`src/rtl/poker_pkg.sv`:
```
// rtl/poker_pkg.sv - shared screen encoding and widths for the poker VGA display
package poker_pkg;

    typedef enum logic [1:0] {
        SCR_TITLE  = 2'd0,
        SCR_PLAY   = 2'd1,
        SCR_WAIT   = 2'd2,
        SCR_RESULT = 2'd3
    } screen_t;

    localparam int FONT_ADDR_W = 11;
    localparam int TURN_MAX    = 255;

endpackage

```
`src/rtl/rise_detect.sv`:
```
// rtl/rise_detect.sv - registered rising-edge detector with configurable reset level
module rise_detect #(
    parameter logic RESET_VAL = 1'b1
) (
    input  logic clk,
    input  logic reset,
    input  logic din,
    output logic rise
);

    logic din_q;

    always_ff @(posedge clk or posedge reset) begin
        if (reset) begin
            din_q <= RESET_VAL;
        end else begin
            din_q <= din;
        end
    end

    assign rise = din & ~din_q;

endmodule

```
`src/rtl/screen_sequencer.sv`:
```
// rtl/screen_sequencer.sv - frame-aligned title/play/wait/result sequencer and font ROM mux
// Optional wait-screen auto-advance: define SCREEN_SEQ_TIMEOUT_EN.
module screen_sequencer
    import poker_pkg::*;
#(
    parameter int WAIT_MIN_FRAMES     = 30,
    parameter int WAIT_TIMEOUT_FRAMES = 600,
    parameter int CNT_W               = 10
) (
    input  logic                   clk,
    input  logic                   reset,
    input  logic                   frame_start,
    input  logic                   btn_confirm,
    input  logic                   turn_done,
    input  logic                   game_over,
    input  logic [FONT_ADDR_W-1:0] font_addr_title,
    input  logic [FONT_ADDR_W-1:0] font_addr_play,
    input  logic [FONT_ADDR_W-1:0] font_addr_wait,
    input  logic [FONT_ADDR_W-1:0] font_addr_result,
    output logic [FONT_ADDR_W-1:0] font_address,
    output screen_t                screen_sel,
    output logic                   active_player,
    output logic [7:0]             turn_count,
    output logic                   screen_changed
);

`ifdef SCREEN_SEQ_TIMEOUT_EN
    localparam bit TIMEOUT_EN = 1'b1;
`else
    localparam bit TIMEOUT_EN = 1'b0;
`endif

    localparam logic [CNT_W-1:0] MIN_CNT     = CNT_W'(WAIT_MIN_FRAMES);
    localparam logic [CNT_W-1:0] TIMEOUT_CNT = CNT_W'(WAIT_TIMEOUT_FRAMES);

    screen_t          state, state_next;
    logic             player_next;
    logic [7:0]       turns_next;
    logic [CNT_W-1:0] wait_cnt;
    logic             btn_rise;
    logic             timeout_hit;

    // Button copy starts high so a press held through reset is not seen as an edge.
    rise_detect #(.RESET_VAL(1'b1)) u_btn_rise (
        .clk   (clk),
        .reset (reset),
        .din   (btn_confirm),
        .rise  (btn_rise)
    );

    assign timeout_hit = TIMEOUT_EN && (wait_cnt >= TIMEOUT_CNT);

    always_ff @(posedge clk or posedge reset) begin
        if (reset) begin
            state         <= SCR_TITLE;
            active_player <= 1'b0;
            turn_count    <= 8'd0;
        end else begin
            state         <= state_next;
            active_player <= player_next;
            turn_count    <= turns_next;
        end
    end

    always_comb begin
        state_next  = state;
        player_next = active_player;
        turns_next  = turn_count;
        case (state)
            SCR_TITLE: begin
                if (btn_rise) begin
                    state_next  = SCR_PLAY;
                    player_next = 1'b0;
                    turns_next  = 8'd0;
                end
            end
            SCR_PLAY: begin
                if (turn_done) begin
                    if (game_over) begin
                        state_next = SCR_RESULT;
                    end else begin
                        state_next  = SCR_WAIT;
                        player_next = ~active_player;
                        if (turn_count != 8'(TURN_MAX)) begin
                            turns_next = turn_count + 8'd1;
                        end
                    end
                end
            end
            SCR_WAIT: begin
                // Early presses fall through here and are simply dropped.
                if ((btn_rise && (wait_cnt >= MIN_CNT)) || timeout_hit) begin
                    state_next = SCR_PLAY;
                end
            end
            SCR_RESULT: begin
                if (btn_rise) begin
                    state_next = SCR_TITLE;
                end
            end
            default: state_next = SCR_TITLE;
        endcase
    end

    // Display register: screens only change at vertical blank.
    always_ff @(posedge clk or posedge reset) begin
        if (reset) begin
            screen_sel     <= SCR_TITLE;
            screen_changed <= 1'b0;
        end else begin
            screen_changed <= frame_start && (state != screen_sel);
            if (frame_start) begin
                screen_sel <= state;
            end
        end
    end

    // Counts frames the wait screen has actually been on display.
    always_ff @(posedge clk or posedge reset) begin
        if (reset) begin
            wait_cnt <= '0;
        end else if (screen_sel != SCR_WAIT) begin
            wait_cnt <= '0;
        end else if (frame_start && (wait_cnt != {CNT_W{1'b1}})) begin
            wait_cnt <= wait_cnt + 1'b1;
        end
    end

    always_comb begin
        font_address = font_addr_title;
        case (screen_sel)
            SCR_TITLE:  font_address = font_addr_title;
            SCR_PLAY:   font_address = font_addr_play;
            SCR_WAIT:   font_address = font_addr_wait;
            SCR_RESULT: font_address = font_addr_result;
            default:    font_address = font_addr_title;
        endcase
    end

endmodule

```
`config.mk`:
```
export PLATFORM = sky130hd
export DESIGN_NAME = screen_sequencer
export DESIGN_NICKNAME = d
export VERILOG_FILES = /design/src/rtl/poker_pkg.sv /design/src/rtl/rise_detect.sv /design/src/rtl/screen_sequencer.sv
export SDC_FILE = /design/constraint.sdc
export NUM_CORES = 1
export LEC_CHECK = 0
export CORE_MARGIN = 4
export CORE_UTILIZATION = 50
export CTS_CLUSTER_SIZE = 40
export DETAILED_ROUTE_END_ITERATION = 8
export DONT_BUFFER_PORTS = 1
export PLACE_DENSITY = 0.71
export SETUP_SLACK_MARGIN = 0.1
export SLEW_MARGIN = 20
export SYNTH_ARGS = -nofsm -noshare
export SYNTH_HDL_FRONTEND = slang
export SYNTH_SLANG_ARGS = --single-unit
```
`constraint.sdc`:
```
create_clock -name clk -period 3.6 [get_ports clk]
set_input_delay 0.72 -clock clk [delete_from_list [all_inputs] [get_ports clk]]
set_output_delay 0.72 -clock clk [all_outputs]
set_load 0.02 [all_outputs]
```
* After elaboration in Yosys (flattened, before gate mapping)
Index checks and enable logic that the tools add are counted.
** Word-level totals
- Bits in registers :: 25
- Input bits :: 50
- Output and inout bits :: 23
- Logic and storage cells :: 57
** Cells by class
- Add/sub/neg operators :: 2
- $lt $le $gt $ge :: 1
- Eq/ne operators :: 16
- Mux-type cells :: 18
- Bitwise logic cells :: 3
- Reductions and logical operators :: 10
** Operators with widths (count)
- $pmux 11 s4 :: 1
- $mux 8 :: 4
- $mux 10 :: 2
- $pmux 8 s2 :: 1
- $ne 2x2->1 const B :: 7
- $add 10x1->10 const B :: 1
- $ge 10x5->1 const B :: 1
- $ne 10x10->1 const B :: 1
- $add 8x1->8 const B :: 1
- $eq 2x2->1 const B :: 4
- $mux 2 :: 4
- $ne 8x8->1 const B :: 1
- $pmux 2 s4 :: 1
- $reduce_and 4->1 :: 2
- $reduce_and 5->1 :: 1
- $eq 2x1->1 const B :: 2
- $logic_not 2->1 :: 2
- $mux 1 :: 4
- $reduce_bool 2->1 :: 2
- $logic_and 1x1->1 :: 3
- $ne 2x2->1 :: 1
- $not 1->1 :: 2
- $pmux 1 s2 :: 1
- $and 1x1->1 :: 1

* Logic depth before layout (Yosys ltp)
Gate-level depths: netlist of run 1.
- Depth in word-level cells :: 5
- Depth in mapped cells :: 6

* By module
Synthesis of run 1 repeated with hierarchy kept, for this count alone.
** Unflattened totals
- Cells, all modules :: 159
- Area total of the unflattened synthesis :: 1702.9 um^2
** By module, submodules not included
- screen_sequencer :: instances 1, cells an instance 156, area each 1659.1 um^2, sequential area each 600.6 um^2
- rise_detect :: instances 1, cells an instance 3, area each 43.8 um^2, sequential area each 26.3 um^2

* Worst setup path after synthesis of run 1
OpenSTA, ideal clock, no wires.
- Path type :: reg2out
- Start point :: register screen_sel[0]
- End point :: output port font_address[0]
- Arrival :: 1.602 ns
- Setup slack :: 1.278 ns
- Cell stages (with the launch flop) :: 4
- Buffers on the path :: 2
- Path through :: dfrtp_1 > clkbuf_1 > buf_2 > mux4_2
** On the way
- Longest elaborated chain between the ends :: 2
** Ends and longest elaborated chain
- start: declaration :: line screen_sequencer.sv:21 : output screen_t screen_sel,
- start signal: assignment :: line screen_sequencer.sv:113 : screen_sel <= state;
- $eq 2x2->1 (tied with other cells) :: line screen_sequencer.sv:131 : case (screen_sel)
- $pmux 11 s4 (*) :: line screen_sequencer.sv:131
- end: declaration :: line screen_sequencer.sv:20 : output logic [FONT_ADDR_W-1:0] font_address,
Mark *: on every way between the ends. The rest lies on a longest branch, timed or not.

* Worst setup path in the final report of run 1
- Start point :: register screen_sel[0]
- End point :: output port font_address[6]
Same word-level chain as after synthesis.

==> results.toml, run 1 <==
[outcome]
status = "complete, no violations"

[routing]
drc = 0
drt_wl_total_um = 3993
ant_nets = 0
vias_per_cell = 6.423
num_vias = 1291
drt_iter0_drc = 115
drtPass1Iterations = 4
wire_per_inst_um = 19.87

[sta]
fin_crit_sh_pct = 74.42
slew_headroom_pct = 39.07
worst_pin_slew_ps = 908.3
finalSetupViolations = 0
skew_ps = 1.174
fin_setup_tns_ps = 0
drv_slew = 0
fmax_ghz = 0.3733
hold_violations = 0
period_minus_slack_ps = 2679
rsz0062_at_grt = "false"

[die]
die-area_um2 = 4269
coreArea_um2 = 3103
die_x_um = 65.34
num_rows = 20
io_pins = 73
die_y_um = 65.34
start_util_pct = 52.98

[clocking]
cts_buffers = 3
cts_root_buf = "clkbuf_4"
clkTransAtPathRegs_ps = 130
clock_latency_ps = 310
cts_setup_buffers = 0
tritoncts = "yes"
postCtsHoldBufs = 0
cts_resized = 0
cts.sinks = 25
cts_max_level = 1
cts_buffer_depth = 2

[yosys]
synth_cells = 162
syn_area_per_cell_um2 = 10.15
ys_seq_elements = 25
synth_top_area_share_pct = 36.53
syn-cell-area_um2 = 1644
yosysTopAreaCell = "dfrtp_1"
yosysWarnings = 0
seq_area_frac_synth_pct = 38.13
synth_area_leaders = "dfrtp_1 (37%), mux4_2 (15%), xnor2_1 (3.7%)"
synth_fp_nets = 215
synth_cell_types = 39
synth_edf_count = 0
ys.flop_type = "dfrtp_1"
async_reset_ff_share_pct = 100.0

[power]
p_per_area_nw_per_um2 = 642.1
leakagePower_nw = 0.6086
ir_drop_v = 0.0002509

[critical_path]
crit_path_max_incr_delay_ps = 950
crit_start = "screen_sel[0]$_DFFE_PP0P_"
crit_end = "font_address[6]"
path_cells = "mux4_2"
rr_worst_depth = 4
cp.depth = 1
critPathBufInv = 0
required_ps = 2880
cp.arrival_ps = 1960
timing.rr.end = "turn_count[3]$_DFFE_PP0P_"
start_kind = "flip-flop"
end_kind = "output pin"
path_class = "flip-flop to output pin"
rrSetupSlack_ps = 1510
slowest_stage = "dfrtp_1"
path_delay_family = "flip-flops"
worstPathMaxFanout = 15
r2r_start = "state[0]$_DFFE_PP0P_"

[final_layout]
layout-drive-gt1-share_pct = 12.10
fill_cells = 298
nets = 211
layout_commonest_cell = "dfrtp_1"
final_cell_mix = "dfrtp_1 (24), nor2_1 (15), nand2_1 (13)"
area_delta_synth_final_pct = 2.283
final_cell_count_no_fill = 201
antenna_cells = 0

[global_routing]
first_global_vias = 1240
antenna_found_initial = 0
grt_max_degree = 26
overflow = 0
grt.total_usage_pct = 18.86
grt_pass1_wl_um = 6292

[placed_design]
detailed_place_hpwl_um = 3077
place_congestion = 0.8092
port_buffers = 0
placed_cells = 197

[flow_run]
maxCapViolations = 0

[min_path]
min_path_type = "input pin to asynchronous set/reset pin"
[cell usage after synthesis, drive strengths merged, types with 2 or more instances]
| cell type | instances |
|---|---|
| nor2 | 15 |
| and2 | 4 |
| nor4 | 3 |
| ha | 3 |
| mux4 | 11 |
| nand4 | 3 |
| nand2b | 5 |
| a21oi | 6 |
| clkbuf | 6 |
| a31oi | 6 |
| inv | 6 |
| mux2i | 4 |
| or3 | 2 |
| dfrtp | 24 |
| nand2 | 13 |
| mux2 | 3 |
| a211oi | 3 |
| nand3 | 5 |
| nor3 | 3 |
| o21ai | 8 |
| xnor2 | 7 |
| o31ai | 2 |
| buf | 3 |
| o211ai | 3 |
[worst min path at each step]
stage,start,to,slack [ps],cells after the start
global route,btn_confirm,u_btn_rise.din_q$_DFF_PP1_,360,0
floorplan,wait_cnt[6]$_DFFE_PP0P_,wait_cnt[6]$_DFFE_PP0P_,510,1
detailed placement,wait_cnt[6]$_DFFE_PP0P_,wait_cnt[6]$_DFFE_PP0P_,540,1
global placement,wait_cnt[6]$_DFFE_PP0P_,wait_cnt[6]$_DFFE_PP0P_,540,1
finish,reset,wait_cnt[2]$_DFFE_PP0P_,360,1
CTS,btn_confirm,u_btn_rise.din_q$_DFF_PP1_,370,0
[layout make-up]
| class | instances | area, um^2 | area share, % |
|---|---|---|---|
| clock buffer | 4 | 26.28 | 1.563 |
| inverter | 6 | 22.52 | 1.339 |
| multi-input combinational | 122 | 950.9 | 56.55 |
| sequential | 25 | 626.9 | 37.28 |
| tap | 44 | 55.05 | 3.274 |
[through the flow]
step	instance area [um^2]	utilization (%)	hold WS, ps	total power (W)	setup slack [ps]
after global routing	1682	54.19	358.8	0.001153	771.0
after CTS	1682	54.19	374.2	0.001084	883.0
after floorplan	1644	-	505.0	0.0008910	1278
after global placement	1655	53.35	535.8	0.0009317	1332
final	1682	54.19	358.9	0.001080	920.9
after detailed placement	1655	53.35	541.5	0.0009598	1264
[sequential cells by signal, summed over array words and instances (netlist names)]
register,cells
state,2
u_btn_rise.din_q,1
screen_sel,2
wait_cnt,10
turn_count,8
active_player,1
screen_changed,1
[per-layer routing]
metal	vias up	global-route usage, %	routed length, um
li1	601	-	-
met1	645	26.24	1705
met2	35	29.58	2029
met3	10	3.419	170
met4	0	6.477	87
met5	-	0	0
[where the power goes]
group,leakage (nW),switching [W],internal [W],total [W]
Sequential,0.329,0.000215,0.000349,0.000565
Clock,0.0150,0.0000821,0.0000433,0.000125
Combinational,0.265,0.000212,0.000178,0.000390
Total,0.609,0.000509,0.000570,0.00108
[cells by family (layout without fill, tap and decap cells)]
| group | after synthesis | in the layout | share of synthesized area, % |
|---|---|---|---|
| xor+xnor | 7 | 7 | 3.729 |
| buf+inv | 15 | 10 | 4.033 |
| fa+ha+maj | 3 | 3 | 2.283 |
| compound gates | 34 | 34 | 13.32 |
| mux | 18 | 18 | 19.56 |
| simple gates | 60 | 60 | 18.95 |
| flops | 25 | 25 | 38.13 |
Power figures use the tool's default switching activity.
==> run 2: changes to the inputs <==
clock period = 2.71 ns   (was 3.6 ns; I/O delays follow)
==> run 2 against run 1 <==
Against the previous run: count of clock-buffer cells in the layout decreased by 1; highest routed layer unchanged; combinational power increased by 40%; non-clock buffer count increased by 1; clock power increased by 44%; cell count increased by 0.50%; critical path depth unchanged.
==> results.toml, run 2 (same netlist as run 1, synthesis figures left out) <==
[power]
power_w = 0.001444
leakagePower_nw = 0.6144
ir_drop_v = 0.0003303
p_per_area_nw_per_um2 = 852.3

[critical_path]
rr_worst_depth = 4
worstPathMaxFanout = 15
path_delay_family = "flip-flops"
critPathBufInv = 0
crit_start = "screen_sel[0]$_DFFE_PP0P_"
r2r_start = "state[0]$_DFFE_PP0P_"
path_cells = "mux4_2"
end_kind = "output pin"
cp.arrival_ps = 1690
rrSetupSlack_ps = 650
required_ps = 2170
path_class = "flip-flop to output pin"
crit_path_max_incr_delay_ps = 700
cp.depth = 1
start_kind = "flip-flop"
slowest_stage = "dfrtp_2"

[die]
io_pins = 73
num_rows = 20
die_x_um = 65.34
start_util_pct = 52.98
die-area_um2 = 4269
die_y_um = 65.34
coreArea_um2 = 3103

[flow_run]
maxCapViolations = 0

[final_layout]
area_delta_synth_final_pct = 3.044
nets = 212
layout_commonest_cell = "dfrtp_1"
reg_top3 = "wait_cnt x10, turn_count x8"
final_cell_mix = "dfrtp_1 (23), nor2_1 (15), nand2_1 (13)"
largest_reg_flops = 10
layout-drive-gt1-share_pct = 13.92
antenna_cells = 0
regMostFlops = "wait_cnt"

[min_path]
min_path_cells = 0
hold_path.startpoint = "btn_confirm"
min_path_type = "input pin to flip-flop"

[routing]
vias_per_cell = 6.386
ant_nets = 0
num_vias = 1290
wire_per_inst_um = 18.79
drtPass1Iterations = 4
drt_wl_total_um = 3796
drc = 0
drt_iter0_drc = 105

[placed_design]
place_congestion = 0.8584
port_buffers = 0
detailed_place_hpwl_um = 3031

[sta]
rsz0062_at_grt = "false"
finalSetupViolations = 0
drv_slew = 0
fin_setup_tns_ps = 0
fin_crit_sh_pct = 82.33
slew_headroom_pct = 38.00
hold_violations = 0
skew_ps = 11.56
period_minus_slack_ps = 2231
fmax_ghz = 0.4482
worst_pin_slew_ps = 928.9

[outcome]
status = "complete, no violations"

[global_routing]
grt_max_degree = 26
first_global_vias = 1305
antenna_found_initial = 0
grt.total_usage_pct = 18.53
overflow = 0
grt_pass1_wl_um = 6237

[clocking]
tritoncts = "yes"
cts_buffer_depth = 2
cts_buffers = 3
cts.sinks = 25
clkTransAtPathRegs_ps = 150
clock_latency_ps = 340
cts_root_buf = "clkbuf_4"
cts_max_level = 1
==> run 2: cell count changes in the layout (fill, tap and decap cells not counted), sizes merged <==
cell and delta:
buf +1, clkinvlp +1, clkbuf -1, clkinv -1, inv +1
==> run 2: cell type report <==
class,instances,area [um^2]
timing repair buffer,1,7.507
multi-input combinational,122,950.9
clock buffer,3,22.52
inverter,6,22.52
clock inverter,1,7.507
fill,295,1409
sequential,25,628.1
tap,44,55.05
==> run 2: where the power goes <==
group	internal (W)	switching [W]	total, W
sequential	0.000466	0.000253	0.000719
combinational	0.000243	0.000303	0.000545
clock	0.0000566	0.000123	0.000180
==> run 2: metal layers <==
metal	vias to the layer above	wire length, um	GRT usage (%)
met2	42	1993	31.10
met4	0	48	3.109
met1	640	1576	24.83
li1	599	-	-
met5	-	0	0
met3	9	179	4.274
==> run 2: what timing repair did <==
| action | in CTS | in global routing |
|---|---|---|
| setup buffers | 0 | 0 |
| gates resized for setup | 0 | 1 |
| hold buffers | 0 | 0 |
| endpoints found under the setup margin | 0 | 10 |
==> run 2: worst reg2reg max path, stage by stage, from the launching register on <==
cell and delay [ps]:
dfrtp_1 580, or3b_1 430, a21o_1 310, or4_1 530
a21oi_1 150
==> run 2: final timing paths <==
check	to
worst max-delay path	font_address[10]
worst max register to register	turn_count[3]$_DFFE_PP0P_
worst min register to register	wait_cnt[6]$_DFFE_PP0P_
max in group asynchronous	screen_sel[0]$_DFFE_PP0P_
worst min-delay path	u_btn_rise.din_q$_DFF_PP1_
min in group asynchronous	turn_count[3]$_DFFE_PP0P_
==> run 2: stage by stage <==
step	std cells	util [%]	hold slack [ps]	area (um^2)	setup WS [ps]
after global placement	198	53.59	541.4	1663	609.5
after floorplan	162	-	505.0	1644	565.9
after CTS	202	54.56	177.6	1693	169.5
after detailed placement	198	53.59	546.6	1663	562.5
after global routing	202	54.60	159.7	1694	389.6
final	202	54.60	177.0	1694	478.8
==> run 3: changes to the inputs <==
clock period = 2.3 ns   (was 2.71 ns; I/O delays follow)
==> run 3 against run 2 <==
Against the previous run: setup slack got worse by 240 ps; clock skew down 5.5 ps; cell count increased by 2.0%; critical path type unchanged; first-iteration DRC count increased by 20%; total power rose by 20%; die area unchanged; register-to-register slack lost 270 ps; wire length up 1.6%; utilization rose by 0.97 points; combinational power grew 33%; highest routed layer unchanged; via count increased by 1.9%.
==> results.toml, run 3 (same netlist as run 1, synthesis figures left out) <==
[critical_path]
r2r_start = "turn_count[3]$_DFFE_PP0P_"
crit_path_max_incr_delay_ps = 590
cp.arrival_ps = 1600
rr_worst_depth = 4
start_kind = "flip-flop"
slowest_stage = "mux4_2"
end_kind = "output pin"
path_class = "flip-flop to output pin"
worstPathMaxFanout = 6
required_ps = 1840
timing.rr.end = "turn_count[2]$_DFFE_PP0P_"
rrSetupSlack_ps = 380
path_cells = "buf_4 > mux4_2"

[clocking]
clkTransAtPathRegs_ps = 140
cts_buffers = 3
clock_latency_ps = 330
tritoncts = "yes"
cts_root_buf = "clkbuf_4"
cts.sinks = 25
cts_buffer_depth = 2
cts_max_level = 1
cts_setup_buffers = 0

[power]
p_per_area_nw_per_um2 = 1004
switchingPower_w = 0.0008053
ir_drop_v = 0.0003632
internal-power_w = 0.0009265
swShare_pct = 46.50
comb_power_share_pct = 42.0
p_seq_share_pct = 46.2
pwr-share-clk_pct = 11.8
leakagePower_nw = 0.6351

[routing]
drtPass1Iterations = 4
drt_wl_total_um = 3858
drt_iter0_drc = 126
drc = 0
num_vias = 1314
ant_nets = 0
wire_per_inst_um = 18.73
vias_per_cell = 6.379

[global_routing]
gr-usage-met3_pct = 5.128
grt_max_degree = 26
overflow = 0
first_global_vias = 1272
grt_pass1_wl_um = 6127
grt.total_usage_pct = 18.26
met2_usage_pct = 29.33
met1_usage_pct = 24.45
antenna_found_initial = 0
grt_busiest_layer = "met2"

[sta]
fmax_ghz = 0.4852
worst_pin_slew_ps = 760.9
skew_ps = 6.034
fin_setup_tns_ps = 0
hold_violations = 0
rsz0062_at_grt = "false"
drv_slew = 0
slew_headroom_pct = 48.88
finalSetupViolations = 0
period_minus_slack_ps = 2061
fin_crit_sh_pct = 89.61

[placed_design]
port_buffers = 0
place_congestion = 0.8441
postPlaceCellArea_um2 = 1693
detailed_place_hpwl_um = 3029

[final_layout]
layout_commonest_cell = "dfrtp_1"
largest_reg_flops = 10
regArea_um2 = 628.1
fill_cells = 287
antenna_cells = 0
layout-drive-gt1-share_pct = 16.05
final_cell_area_um2 = 1724
reg_top3 = "wait_cnt x10, turn_count x8"
area_delta_synth_final_pct = 4.870
nets = 216
regMostFlops = "wait_cnt"
final_cell_mix = "dfrtp_1 (23), nor2_1 (15), nand2_1 (13)"
multi_input_area_um2 = 950.9

[die]
io_pins = 73
start_util_pct = 52.98
coreArea_um2 = 3103
die-area_um2 = 4269
die_x_um = 65.34
num_rows = 20
die_y_um = 65.34

[outcome]
status = "complete, no violations"

[flow_run]
maxCapViolations = 0

[min_path]
min_path_type = "input pin to asynchronous set/reset pin"
[run 3: worst max-delay path, delay by kind of cell, from the launching register on]
kind / cells / cell delay [ps]
muxes: 1 / 590
DFF: 1 / 480
buffers and inverters: 1 / 210
[run 3: layout make-up]
class	count	area share (%)
sequential	25	36.43
clock buffer	3	1.306
tap	44	3.193
clock inverter	1	0.4354
inverter	6	1.306
timing repair buffer	5	2.177
multi-input combinational	122	55.15
[run 3: what timing repair did]
item,CTS,global route
setup endpoints to repair,0,6
endpoints found under the hold margin,0,0
gates resized for setup,0,1
hold buffers,0,0
[run 3: worst max-delay path by stage]
stage                         startpoint                   endpoint  slack (ps)  depth (start not counted)
6_report       screen_sel[0]$_DFFE_PP0P_            font_address[1]         240                          2
5_1_grt        turn_count[3]$_DFFE_PP0P_  turn_count[0]$_DFFE_PP0P_         110                          4
4_1_cts        screen_sel[0]$_DFFE_PP0P_            font_address[1]         120                          2
3_5_place_dp   turn_count[3]$_DFFE_PP0P_  turn_count[7]$_DFFE_PP0P_         420                          4
3_3_place_gp                 btn_confirm  turn_count[3]$_DFFE_PP0P_         480                          4
2_1_floorplan  screen_sel[0]$_DFFE_PP0P_            font_address[0]         240                          3
[run 3: power by group through the flow]
stage	sequential [W]	combinational [W]	clock, W
after floorplan	0.000755	0.000640	0
after global placement	0.000798	0.000712	0
after detailed placement	0.000810	0.000732	0
after CTS	0.000800	0.000735	0.000216
after global routing	0.000827	0.000801	0.000235
final	0.000800	0.000727	0.000205
[run 3: metrics by stage]
step           cells  util, %  setup slack, ps  power [W]  hold slack, ps
6_report         206    55.56            238.9   0.001732           45.21
5_1_grt          206    55.56            111.4   0.001863           59.85
4_1_cts          206    55.52            118.9   0.001751           44.57
3_5_place_dp     202    54.56            417.7   0.001542           423.4
3_3_place_gp     202    54.56            481.7   0.001510           420.1
2_1_floorplan    162        -            237.9   0.001395           464.5
[run 3: routing by layer]
layer	wire length, um	share of wire, %
met1	1640	43
met2	1992	52
met3	190	4.9
met4	35	0.91
met5	0	0
